==> config.mk <==
export PLATFORM = sky130hd
export DESIGN_NAME = ps2_host_tx
export DESIGN_NICKNAME = d
export VERILOG_FILES = /design/src/rtl/ps2_defs_pkg.sv /design/src/rtl/ps2_line_sync.sv /design/src/rtl/ps2_host_tx.sv
export SDC_FILE = /design/constraint.sdc
export NUM_CORES = 1
export LEC_CHECK = 0
export BUFFER_PORTS_ARGS = -buffer_cell sky130_fd_sc_hd__buf_2
export CAP_MARGIN = 20
export CELL_PAD_IN_SITES_DETAIL_PLACEMENT = 1
export CELL_PAD_IN_SITES_GLOBAL_PLACEMENT = 2
export CORE_ASPECT_RATIO = 1.75
export CORE_UTILIZATION = 37
export DETAILED_ROUTE_END_ITERATION = 16
export PLACE_DENSITY = 0.82
export SLEW_MARGIN = 20
export SYNTH_ARGS = -nofsm -noshare
export SYNTH_HDL_FRONTEND = slang
export SYNTH_SLANG_ARGS = --single-unit
export TNS_END_PERCENT = 100
==> constraint.sdc <==
create_clock -name clk -period 2.87 [get_ports clk]
set_input_delay 0.7175 -clock clk [delete_from_list [all_inputs] [get_ports clk]]
set_output_delay 0.7175 -clock clk [all_outputs]
set_load 0.1 [all_outputs]
==> src/rtl/ps2_defs_pkg.sv <==
// Shared definitions for the PS/2 host transmitter and receive-side helpers.
package ps2_defs;

  // Host transmit sequencer states.
  typedef enum logic [2:0] {
    ST_IDLE    = 3'd0,
    ST_INHIBIT = 3'd1,
    ST_REQ     = 3'd2,
    ST_SEND    = 3'd3,
    ST_RELEASE = 3'd4,
    ST_DONE    = 3'd5
  } tx_state_e;

  // Debug view of the sequencer: state, device edge count and raw edge strobes.
  typedef struct packed {
    tx_state_e  state;
    logic [3:0] edges;
    logic       clk_fall;
    logic       data_fall;
  } tx_dbg_t;

  // Device clock edges in one host-to-device frame (8 data, parity, stop, ack).
  localparam int FRAME_BITS = 11;

  // 100 us inhibit and 15 ms frame limit at a 50 MHz system clock.
  localparam int DEF_INHIBIT_CYCLES = 5000;
  localparam int DEF_FRAME_TIMEOUT  = 750000;

  // Odd parity bit: makes the total count of ones across data+parity odd.
  function automatic logic odd_parity(input logic [7:0] d);
    return ~^d;
  endfunction

endpackage

==> src/rtl/ps2_line_sync.sv <==
// Two-flop synchroniser for one PS/2 line with a falling-edge strobe.
// Flops reset to 1 so an idle (pulled-up) line never produces a spurious edge.
module ps2_line_sync (
  input  logic clk,
  input  logic clrn,
  input  logic pin,
  output logic level,
  output logic fall
);

  logic meta;
  logic prev;

  // Synchronise the pin and keep one delayed copy for edge detection.
  always_ff @(posedge clk or negedge clrn) begin
    if (!clrn) begin
      meta  <= 1'b1;
      level <= 1'b1;
      prev  <= 1'b1;
    end else begin
      meta  <= pin;
      level <= meta;
      prev  <= level;
    end
  end

  assign fall = prev & ~level;

endmodule

==> src/rtl/ps2_host_tx.sv <==
// PS/2 host-to-device transmitter: inhibits the bus, issues the request-to-send,
// shifts data/parity/stop on device clock falls and samples the device ACK.
//
// Handshake: a byte is taken on a rising clk edge where tx_valid && tx_ready.
// tx_ready is high only while idle; tx_valid outside that window is dropped,
// nothing is queued. Completion is reported by a one-cycle done (with ack_ok)
// or a one-cycle error, never both.
module ps2_host_tx
  import ps2_defs::*;
#(
  parameter int INHIBIT_CYCLES = DEF_INHIBIT_CYCLES,
  parameter int FRAME_TIMEOUT  = DEF_FRAME_TIMEOUT
) (
  input  logic       clk,
  input  logic       clrn,
  input  logic [7:0] tx_data,
  input  logic       tx_valid,
  output logic       tx_ready,
  input  logic       ps2_clk_i,
  input  logic       ps2_data_i,
  output logic       ps2_clk_oe,
  output logic       ps2_data_oe,
  output logic       rx_hold,
  output logic       done,
  output logic       ack_ok,
  output logic       error,
  output tx_dbg_t    dbg
);

  localparam int CNT_MAX = (FRAME_TIMEOUT > INHIBIT_CYCLES) ? FRAME_TIMEOUT : INHIBIT_CYCLES;
  localparam int CW      = $clog2(CNT_MAX + 1);

  localparam logic [CW-1:0] INH_LAST  = CW'(INHIBIT_CYCLES - 1);
  localparam logic [CW-1:0] TO_LAST   = CW'(FRAME_TIMEOUT - 1);
  localparam logic [3:0]    ACK_EDGE  = 4'(FRAME_BITS);

  tx_state_e     state;
  logic [CW-1:0] cnt;
  logic [3:0]    edges;
  logic [7:0]    shreg;
  logic          parity;

  logic clk_level;
  logic clk_fall;
  logic data_level;
  logic data_fall;

  ps2_line_sync u_clk_sync (
    .clk   (clk),
    .clrn  (clrn),
    .pin   (ps2_clk_i),
    .level (clk_level),
    .fall  (clk_fall)
  );

  ps2_line_sync u_data_sync (
    .clk   (clk),
    .clrn  (clrn),
    .pin   (ps2_data_i),
    .level (data_level),
    .fall  (data_fall)
  );

  // Transmit sequencer; all bus drives and status flags are registered here.
  always_ff @(posedge clk or negedge clrn) begin
    if (!clrn) begin
      state       <= ST_IDLE;
      ps2_clk_oe  <= 1'b0;
      ps2_data_oe <= 1'b0;
      tx_ready    <= 1'b1;
      rx_hold     <= 1'b0;
      done        <= 1'b0;
      ack_ok      <= 1'b0;
      error       <= 1'b0;
      cnt         <= '0;
      edges       <= '0;
      shreg       <= '0;
      parity      <= 1'b0;
    end else begin
      done  <= 1'b0;
      error <= 1'b0;
      case (state)
        ST_IDLE: begin
          tx_ready <= 1'b1;
          if (tx_valid && tx_ready) begin
            shreg       <= tx_data;
            parity      <= odd_parity(tx_data);
            cnt         <= '0;
            edges       <= '0;
            ps2_clk_oe  <= 1'b1;
            ps2_data_oe <= 1'b0;
            tx_ready    <= 1'b0;
            rx_hold     <= 1'b1;
            state       <= ST_INHIBIT;
          end
        end

        ST_INHIBIT: begin
          if (cnt == INH_LAST) begin
            cnt         <= '0;
            ps2_data_oe <= 1'b1;  // start bit
            state       <= ST_REQ;
          end else begin
            cnt <= cnt + 1'b1;
          end
        end

        ST_REQ: begin
          ps2_clk_oe <= 1'b0;     // hand the clock to the device
          cnt        <= '0;
          state      <= ST_SEND;
        end

        ST_SEND: begin
          if (clk_fall && edges == ACK_EDGE - 4'd1) begin
            ack_ok      <= ~data_level;
            ps2_data_oe <= 1'b0;
            edges       <= ACK_EDGE;
            state       <= ST_RELEASE;
          end else if (cnt == TO_LAST) begin
            ps2_clk_oe  <= 1'b0;
            ps2_data_oe <= 1'b0;
            error       <= 1'b1;
            rx_hold     <= 1'b0;
            state       <= ST_IDLE;
          end else begin
            cnt <= cnt + 1'b1;
            if (clk_fall) begin
              edges <= edges + 4'd1;
              if (edges < 4'd8) begin
                ps2_data_oe <= ~shreg[0];
                shreg       <= {1'b0, shreg[7:1]};
              end else if (edges == 4'd8) begin
                ps2_data_oe <= ~parity;
              end else begin
                ps2_data_oe <= 1'b0;  // stop bit: line released
              end
            end
          end
        end

        ST_RELEASE: begin
          ps2_clk_oe  <= 1'b0;
          ps2_data_oe <= 1'b0;
          if (clk_level && data_level) begin
            done  <= 1'b1;
            state <= ST_DONE;
          end
        end

        ST_DONE: begin
          rx_hold  <= 1'b0;
          tx_ready <= 1'b1;
          state    <= ST_IDLE;
        end

        default: begin
          ps2_clk_oe  <= 1'b0;
          ps2_data_oe <= 1'b0;
          rx_hold     <= 1'b0;
          state       <= ST_IDLE;
        end
      endcase
    end
  end

  assign dbg = '{state: state, edges: edges, clk_fall: clk_fall, data_fall: data_fall};

endmodule

==> impl_metrics.toml, run 1 <==
[outcome]
status = "complete, no violations"

[synth]
ys_async_sr_fraction = 1.000
ys_seq_area_frac = 0.4610
ys_types = 58
synth_common_cells = "42 x dfrtp_1, 23 x nor2_1, 22 x nand2_1"
syn_area_mm2 = 0.002679
syn_area_per_cell_um2 = 9.813
synth.most_common_cell = "dfrtp_1"
synth-main-ff-cell = "dfrtp_1"
synth_nets = 290
yosysWarnings = 0
ys_ff_latch = 49
synth_edf_count = 0
synth.top_cell.area_share = 0.3923
synth_area_leaders = "dfrtp_1 39%, dfstp_2 6.9%, xnor2_1 3.9%"
postSynthCellCount = 273
yosysTopAreaCell = "dfrtp_1"

[final_layout]
fin_nets = 322
area_growth_pct = 13.31
drive_above_1_share = 0.1863
diodes = 0

[timing]
slew_headroom = 0.5687
max_freq_mhz = 418.0
layout_worst_path_cycle_share = 0.8336
worstMarginPinSlew_ps = 646.9
hold_viol = 0
final.setup.tns_ps = 0
fin_crit_ps = 2393
maxSlewViolCount = 0
setup_viol = 0
skew_ps = 3.907
holdWs_ps = 356.9
rsz0062_at_grt = "false"

[setup_path]
cp.required_ps = 2150
cpMaxStageDelayCell = "dfstp_2"
worst_path_largest_cell_delay_ps = 530
worstPathArrival_ps = 1680
timing_worst_setup_path_type = "flip-flop to output pin"
path_max_fanout = 7
start_kind = "flip-flop"
cp-end-kind = "output pin"
crit_chain = "nand2b_1, inv_1, buf_2"

[die]
die_h_um = 114.6
die_area_mm2 = 0.007598
die_w_um = 66.32
rows = 40
ioPinCount = 29
coreArea_mm2 = 0.006957
start_util = 0.3851

[route]
ant_nets = 0
dr.pass1.iters = 4
drt-vias-per-instance = 5.672
drt_iter0_drc = 73
wirelength_um = 7265
wl_per_cell_um = 18.63
drc = 0
vias = 2212

[clock_network]
clock-sinks = 49
insertion_delay_ps = 290
clock_path_buffers = 2
tritoncts = "built"
clk_pin_slew_ps = 60
cts_setup_buffers = 0
cts-root-buf = "clkbuf_16"
cts_hold_buf = 0
numCtsBuffers = 5
cts-resized-gates = 0
cts_max_level = 2

[pwr]
power_density_mw_per_mm2 = 444.0
leakage_nw = 1.337
ir_drop_v = 0.0002346

[global_routing]
grt-ovfl-total = 0
grt_start_max_net_pins = 50
antenna_found_initial = 0
grt_pass1_vias = 2443
grt_util_all_layers = 0.2150
grt_pass1_wl_um = 12190

[job]
maxCapViolCount = 0

[placement]
hpwlAfterDp_um = 5465
portBuffers = 28
place_congestion = 0.7860

[worst_hold_path]
min_path_type = "flip-flop to flip-flop"
final cells by class:
type / count / area [um2]
Tap cell: 84 / 105.1
Multi-Input combinational cell: 201 / 1310
Sequential cell: 49 / 1235
Inverter: 12 / 45.04
Clock inverter: 1 / 7.507
Fill cell: 818 / 3921
Timing Repair Buffer: 36 / 200.2
Clock buffer: 7 / 132.6
cells by family after synthesis:
| family | Yosys count | share of synthesized area |
|---|---|---|
| AOI/OAI and AO/OA | 60 | 0.1607 |
| DFF | 49 | 0.4610 |
| adders and majority gates | 4 | 0.01868 |
| muxes | 1 | 0.003737 |
| xor gates and xnor gates | 20 | 0.06539 |
| and+or+nand+nor | 116 | 0.2405 |
| buffers and inverters | 23 | 0.04997 |
worst paths after layout:
check	startpoint	slack, ps	depth (start not counted)	end
min reg2reg	u_clk_sync.meta$_DFF_PN1_	360	0	u_clk_sync.level$_DFF_PN1_
min in group asynchronous	clrn	530	2	shreg[6]$_DFFE_PN0P_
min	u_clk_sync.meta$_DFF_PN1_	360	0	u_clk_sync.level$_DFF_PN1_
max reg2reg	edges[0]$_DFFE_PN0P_	560	8	cnt[16]$_DFFE_PN0P_
max in group asynchronous	clrn	1900	2	state[2]$_DFFE_PN0P_
max	u_clk_sync.prev$_DFF_PN1_	480	3	dbg[1]
flip-flops by register name (all words and copies together) (netlist names), 3 cells and up:
signal	cells
edges	4
state	3
cnt	20
shreg	8
power by group:
| part | leakage [nW] | internal [mW] | switching (mW) | total (mW) |
|---|---|---|---|---|
| clock | 0.0641 | 0.324 | 0.260 | 0.584 |
| combinational | 0.669 | 0.0193 | 0.0423 | 0.0616 |
| sequential | 0.604 | 0.698 | 0.00381 | 0.702 |
| total | 1.34 | 1.04 | 0.306 | 1.35 |
critical path: cells and delay by family (launching register included):
family,cells,cell delay (ps)
buffers and inverters,2,700
DFF,1,530
and+or+nand+nor,1,160
metal layers:
metal  vias to the layer above  wire, um  global-route usage  part of all wire
met5                         -         0                   0                 0
met4                         0       255             0.09787             0.035
met3                        13       180             0.03586             0.025
met2                        36      4092              0.4088              0.56
met1                      1109      2737              0.2191              0.38
li1                       1054         -                   -                 -
per-stage QoR:
stage	power, mW	std cells	utilization	setup slack [ps]	area, um2
after floorplan	0.7448	273	-	168.9	2679
after global routing	1.405	390	0.4363	376.6	3035
after global placement	0.7778	382	0.4162	630.2	2895
final	1.348	390	0.4363	477.5	3035
after CTS	1.368	390	0.4363	458.5	3035
after detailed placement	0.7786	382	0.4162	539.0	2895
cell usage in the layout, fill, tap and decap left out, types with 6 or more instances in the layout:
cell type	n
a21oi_1	11
a221o_1	8
and3_1	6
buf_2	28
buf_4	8
dfrtp_1	42
dfstp_2	7
inv_1	12
nand2_1	22
nand3_1	11
nand4_1	9
nor2_1	23
nor2b_1	9
nor3_1	7
o21ai_0	15
xnor2_1	12
xor2_1	8
(Power assumes the default switching activity.)
==> run 2: changes to the inputs <==
- ABC_AREA: default -> 1
- CORE_UTILIZATION: 37 -> 30
- PLACE_DENSITY: 0.82 -> 0.79
- clock period: 2.87 -> 2.1 ns (I/O delays scaled with it)
==> run 2 against run 1 <==
  * Global-route usage is 1.7 points lower
  * Core utilization decreased by 7.0 points
  * Clock power up 80%
  * Die area rose by 41%
  * Synthesized area rose by 15%
  * Worst hold slack got worse by 160 ps
  * Non-clock buffer count is 6 higher
  * Synthesized cell count grew 65%
  * Sequential power increased by 85%
  * Clock skew up 1.6 ps
  * Highest routed layer unchanged
  * Count of clock-buffer cells in the layout decreased by 2
  * Routed wire length up 30%
  * Critical path type unchanged
==> impl_metrics.toml, run 2 <==
[die]
die_w_um = 78.54
die_area_mm2 = 0.01068
rows = 48
ioPinCount = 29
die_h_um = 135.9
coreArea_mm2 = 0.009910
start_util = 0.3104

[synth]
ys_ff_latch = 49
yosysWarnings = 0
ys_seq_area_frac = 0.4015
synth_edf_count = 0
synth_nets = 467
synth-main-ff-cell = "dfrtp_1"
synth_common_cells = "166 x nand2_1, 51 x nor2_1, 49 x nand3_1"
ys_types = 28
synth_area_leaders = "dfrtp_1 34%, nand2_1 20%, nand3_1 8.0%"
postSynthCellCount = 450
syn_area_mm2 = 0.003075
yosysTopAreaCell = "dfrtp_1"
syn_area_per_cell_um2 = 6.834
ys_async_sr_fraction = 1.000
synth.most_common_cell = "nand2_1"
synth.top_cell.area_share = 0.3417

[clock_network]
cts-root-buf = "clkbuf_16"
clk_pin_slew_ps = 70
clock_path_buffers = 2
cts_max_level = 2
clock-sinks = 49
numCtsBuffers = 5
tritoncts = "built"
cts_hold_buf = 0
insertion_delay_ps = 300

[timing]
max_freq_mhz = 492.5
rsz0062_at_grt = "false"
final.setup.tns_ps = 0
fin_crit_ps = 2030
hold_viol = 0
worstMarginPinSlew_ps = 502.1
maxSlewViolCount = 0
layout_worst_path_cycle_share = 0.9668
slew_headroom = 0.6676
skew_ps = 5.471
setup_viol = 0

[route]
ant_nets = 0
vias = 3042
dr.pass1.iters = 4
drt-vias-per-instance = 4.971
drc = 0
drt_iter0_drc = 87
wirelength_um = 9466
wl_per_cell_um = 15.47

[final_layout]
drive_above_1_share = 0.1520
largest_reg_flops = 20
final_common_cell = "nand2_1"
reg_top3 = "cnt: 20 flops, shreg: 8 flops, edges: 4 flops"
fin_cells = 612
mostFrequentLayoutCells = "166 x nand2_1, 51 x nor2_1, 48 x nand3_1"
regMostFlops = "cnt"
stdcell_area_mm2 = 0.003626
fin_nets = 503
diodes = 0
area_growth_pct = 17.90

[pwr]
power_density_mw_per_mm2 = 1220
leakage_nw = 1.749
ir_drop_v = 0.0006598

[placement]
placedCellCount = 602
portBuffers = 28
place_area_mm2 = 0.003413
place_congestion = 0.8248
hpwlAfterDp_um = 7392

[setup_path]
reg2reg_depth = 8
reg2reg_from = "cnt[0]$_DFFE_PN0P_"
path_max_fanout = 4
timing_worst_setup_path_type = "flip-flop to output pin"
worstPathArrival_ps = 1510
cp-end-kind = "output pin"
crit-reg2reg-capture = "cnt[0]$_DFFE_PN0P_"
ff2ff_setup_slack_ps = 200
start_kind = "flip-flop"
cp.required_ps = 1570

[global_routing]
antenna_found_initial = 0
grt_util_all_layers = 0.1975
grt_start_max_net_pins = 50
grt_pass1_vias = 3291
grt_pass1_wl_um = 15990
grt-ovfl-total = 0

[worst_hold_path]
min_path_type = "input port to asynchronous set/reset pin"

[outcome]
status = "complete, no violations"

[job]
maxCapViolCount = 0
## run 2: repair_timing
item	CTS	global route
endpoints found under the hold margin	0	0
resized for setup	0	2
setup buffers	0	2
setup endpoints to repair	0	14
## run 2: layer usage
metal  vias up  global-route usage  routed length (um)
met4         0             0.09465                 338
met1      1486              0.1965                3432
met3        22             0.02148                 141
met2        38              0.3928                5553
li1       1496                   -                   -
met5         -                   0                   0
## run 2: worst max path at each step
stage | from | end | slack, ps | depth (start not counted)
2_1_floorplan | edges[2]$_DFFE_PN0P_ | cnt[1]$_DFFE_PN0P_ | 70 | 11
3_3_place_gp | cnt[18]$_DFFE_PN0P_ | cnt[17]$_DFFE_PN0P_ | 90 | 8
3_5_place_dp | cnt[0]$_DFFE_PN0P_ | shreg[2]$_DFFE_PN0P_ | 70 | 7
4_1_cts | cnt[0]$_DFFE_PN0P_ | shreg[2]$_DFFE_PN0P_ | 10 | 7
5_1_grt | cnt[0]$_DFFE_PN0P_ | edges[0]$_DFFE_PN0P_ | 20 | 9
6_report | u_clk_sync.prev$_DFF_PN1_ | dbg[1] | 70 | 3
## run 2: cells by family (layout without fill, tap and decap cells)
| logic type | Yosys count | count (layout) | share of synthesized area |
|---|---|---|---|
| simple gates | 288 | 288 | 0.3934 |
| buf+inv | 57 | 94 | 0.07608 |
| flops | 49 | 49 | 0.4015 |
| compound gates | 34 | 34 | 0.06143 |
| xor+xnor | 18 | 18 | 0.05126 |
| fa+ha+maj | 4 | 4 | 0.01627 |
## run 2: area by class of cell
type,count,area (um2)
Tap cell,125,156.4
Timing Repair Buffer,42,257.7
Fill cell,1316,6284
Multi-Input combinational cell,344,1614
Inverter,44,165.2
Clock inverter,3,65.06
Sequential cell,49,1242
Clock buffer,5,125.1
## run 2: power by group
part           internal, mW  total (mW)  switching [mW]
registers              1.15        1.30           0.152
logic                 0.485        2.07            1.59
clock network         0.681        1.05           0.369
total                  2.32        4.42            2.11
## run 2: metrics by stage
step	total power [mW]	hold WS (ps)	util	worst slack [ps]
after floorplan	2.837	229.4	-	71.61
after CTS	4.488	227.1	0.3636	9.922
final	4.423	198.5	0.3659	69.70
after global routing	4.712	228.7	0.3659	22.54
after global placement	3.388	347.8	0.3444	91.66
after detailed placement	3.412	348.2	0.3444	68.32
## run 2: critical path: stages (launching register included)
cell	delay [ps]
dfstp_2	520
nand2_1	90
inv_1	160
buf_2	450
==> run 3: changes to the inputs <==
- clock period: 2.1 -> 1.82 ns (I/O delays scaled with it)
==> run 3 against run 2 <==
  * Combinational power increased by 31%
  * Cell count is 2.9% higher
  * Sequential share of layout area fell by 1.6 points
  * Clock power rose by 6%
  * Count of clock-buffer cells in the layout grew 1
  * Core utilization rose by 2.4 points
  * Sequential power increased by 18%
  * Flip-flop and latch count did not move
  * Clock skew is 1.4 ps higher
  * Register-to-register slack lost 120 ps
  * Final area increased by 6.6%
==> impl_metrics.toml, run 3 (synthesis results as in run 2) <==
[clock_network]
tritoncts = "built"
cts-root-buf = "clkbuf_16"
clock-sinks = 49
clock_path_buffers = 2
insertion_delay_ps = 300
cts_max_level = 2
numCtsBuffers = 5
clk_pin_slew_ps = 70

[pwr]
power_density_mw_per_mm2 = 1383
leakage_nw = 1.837
ir_drop_v = 0.0009315

[setup_path]
ff2ff_setup_slack_ps = 80
path_max_fanout = 11
crit_chain = "inv_1, nor3_4, buf_4, nand3_2, a21oi_2, nand2_2, nand2_1, nand2_1"
reg2reg_from = "state[0]$_DFFE_PN0P_"
reg2reg_depth = 8
worst_path_largest_cell_delay_ps = 420
worstPathArrival_ps = 1940
crit-reg2reg-capture = "shreg[0]$_DFFE_PN0P_"
timing_worst_setup_path_type = "flip-flop to flip-flop"
cp.required_ps = 2020
cpMostUsedCell = "nand2_1"
cpMaxStageDelayCell = "dfrtp_4"
cp-end-kind = "flip-flop"
start_kind = "flip-flop"

[die]
rows = 48
die_w_um = 78.54
ioPinCount = 29
start_util = 0.3104
coreArea_mm2 = 0.009910
die_h_um = 135.9
die_area_mm2 = 0.01068

[route]
ant_nets = 0
drt-vias-per-instance = 4.962
wl_per_cell_um = 16.52
dr.pass1.iters = 4
drc = 0
drt_iter0_drc = 85
wirelength_um = 10410
vias = 3126

[timing]
slew_headroom = 0.6699
skew_ps = 6.844
worstMarginPinSlew_ps = 498.6
fin_crit_ps = 1742
setup_viol = 0
rsz0062_at_grt = "true"
hold_viol = 0
maxSlewViolCount = 0
max_freq_mhz = 574.0
layout_worst_path_cycle_share = 0.9573

[outcome]
status = "complete, no violations"

[final_layout]
stdcell_area_mm2 = 0.003865
regMostFlops = "cnt"
area_growth_pct = 25.67
post-route-util = 0.3900
diodes = 0
reg_top3 = "cnt: 20 flops, shreg: 8 flops, edges: 4 flops"
fin_nets = 521
largest_reg_flops = 20
final_common_cell = "nand2_1"
mostFrequentLayoutCells = "163 x nand2_1, 48 x nand3_1, 45 x nor2_1"
drive_above_1_share = 0.2119

[global_routing]
grt_start_max_net_pins = 30
grt_util_all_layers = 0.2098
grt_pass1_vias = 3346
grt-ovfl-total = 0
grt_pass1_wl_um = 16780
antenna_found_initial = 0

[worst_hold_path]
min_path_type = "input port to asynchronous set/reset pin"

[placement]
hpwlAfterDp_um = 8035
place_area_mm2 = 0.003623
place_congestion = 0.8586
portBuffers = 28

[job]
maxCapViolCount = 0
-- run 3: cell types whose count changed in the layout (fill, tap and decap cells not counted), moves of 2 or more --
cell,delta
nor2_2,+5
buf_2,-3
inv_1,-2
dfrtp_4,+5
buf_12,+3
nor2_1,-6
buf_6,+2
nand2_2,+2
nand2_1,-3
buf_4,+16
dfrtp_1,-4
-- run 3: how the worst max path moves through the flow --
stage / endpoint / startpoint / cells after the start
after floorplan: cnt[1]$_DFFE_PN0P_ / edges[0]$_DFFE_PN0P_ / 12
after global placement: cnt[0]$_DFFE_PN0P_ / edges[0]$_DFFE_PN0P_ / 11
after detailed placement: cnt[0]$_DFFE_PN0P_ / edges[0]$_DFFE_PN0P_ / 11
after CTS: dbg[1] / u_clk_sync.level$_DFF_PN1_ / 4
after global routing: cnt[0]$_DFFE_PN0P_ / edges[0]$_DFFE_PN0P_ / 11
final: shreg[0]$_DFFE_PN0P_ / state[0]$_DFFE_PN0P_ / 8
-- run 3: cell type report --
cell class	count	area (um2)
clock inverters	2	38.79
inverters	44	172.7
well taps	125	156.4
clock buffers	6	128.9
flip-flops and latches	49	1264
fillers	1285	6045
multi-input cells	344	1659
repair buffers	60	445.4
-- run 3: critical path: cells and delay by family, from the launching register on --
family / cells / cell delay [ps]
simple gates: 5 / 690
flops: 1 / 420
buf+inv: 2 / 340
compound gates: 1 / 190
-- run 3: metal layers --
metal / vias to the layer above / GRT usage / part of all wire
li1: 1534 / - / -
met1: 1513 / 0.1962 / 0.36
met2: 51 / 0.4271 / 0.58
met3: 28 / 0.02685 / 0.018
met4: 0 / 0.1039 / 0.043
met5: - / 0 / 0
-- run 3: metrics by stage --
stage	hold slack, ps	setup slack, ps	setup TNS, ps	power [mW]	instances
2_1_floorplan	159.4	-2.537	-2.537	3.343	450
3_3_place_gp	348.0	42.20	0	4.118	618
3_5_place_dp	349.1	-3.058	-3.058	4.191	618
4_1_cts	115.2	1.662	0	5.322	626
5_1_grt	119.6	-51.98	-453.6	5.640	630
6_report	107.1	77.80	0	5.345	630
-- run 3: what timing repair did --
action	in CTS	in global routing
setup endpoints to repair	2	33
pin swaps	0	1
hold buffers	0	0
setup buffers	0	4
cloned	0	0
gates resized for setup	2	16
-- run 3: report_power, final --
part,internal (mW),switching (mW)
Sequential,1.35,0.180
Combinational,0.740,1.97
Clock,0.653,0.454
Total,2.74,2.60
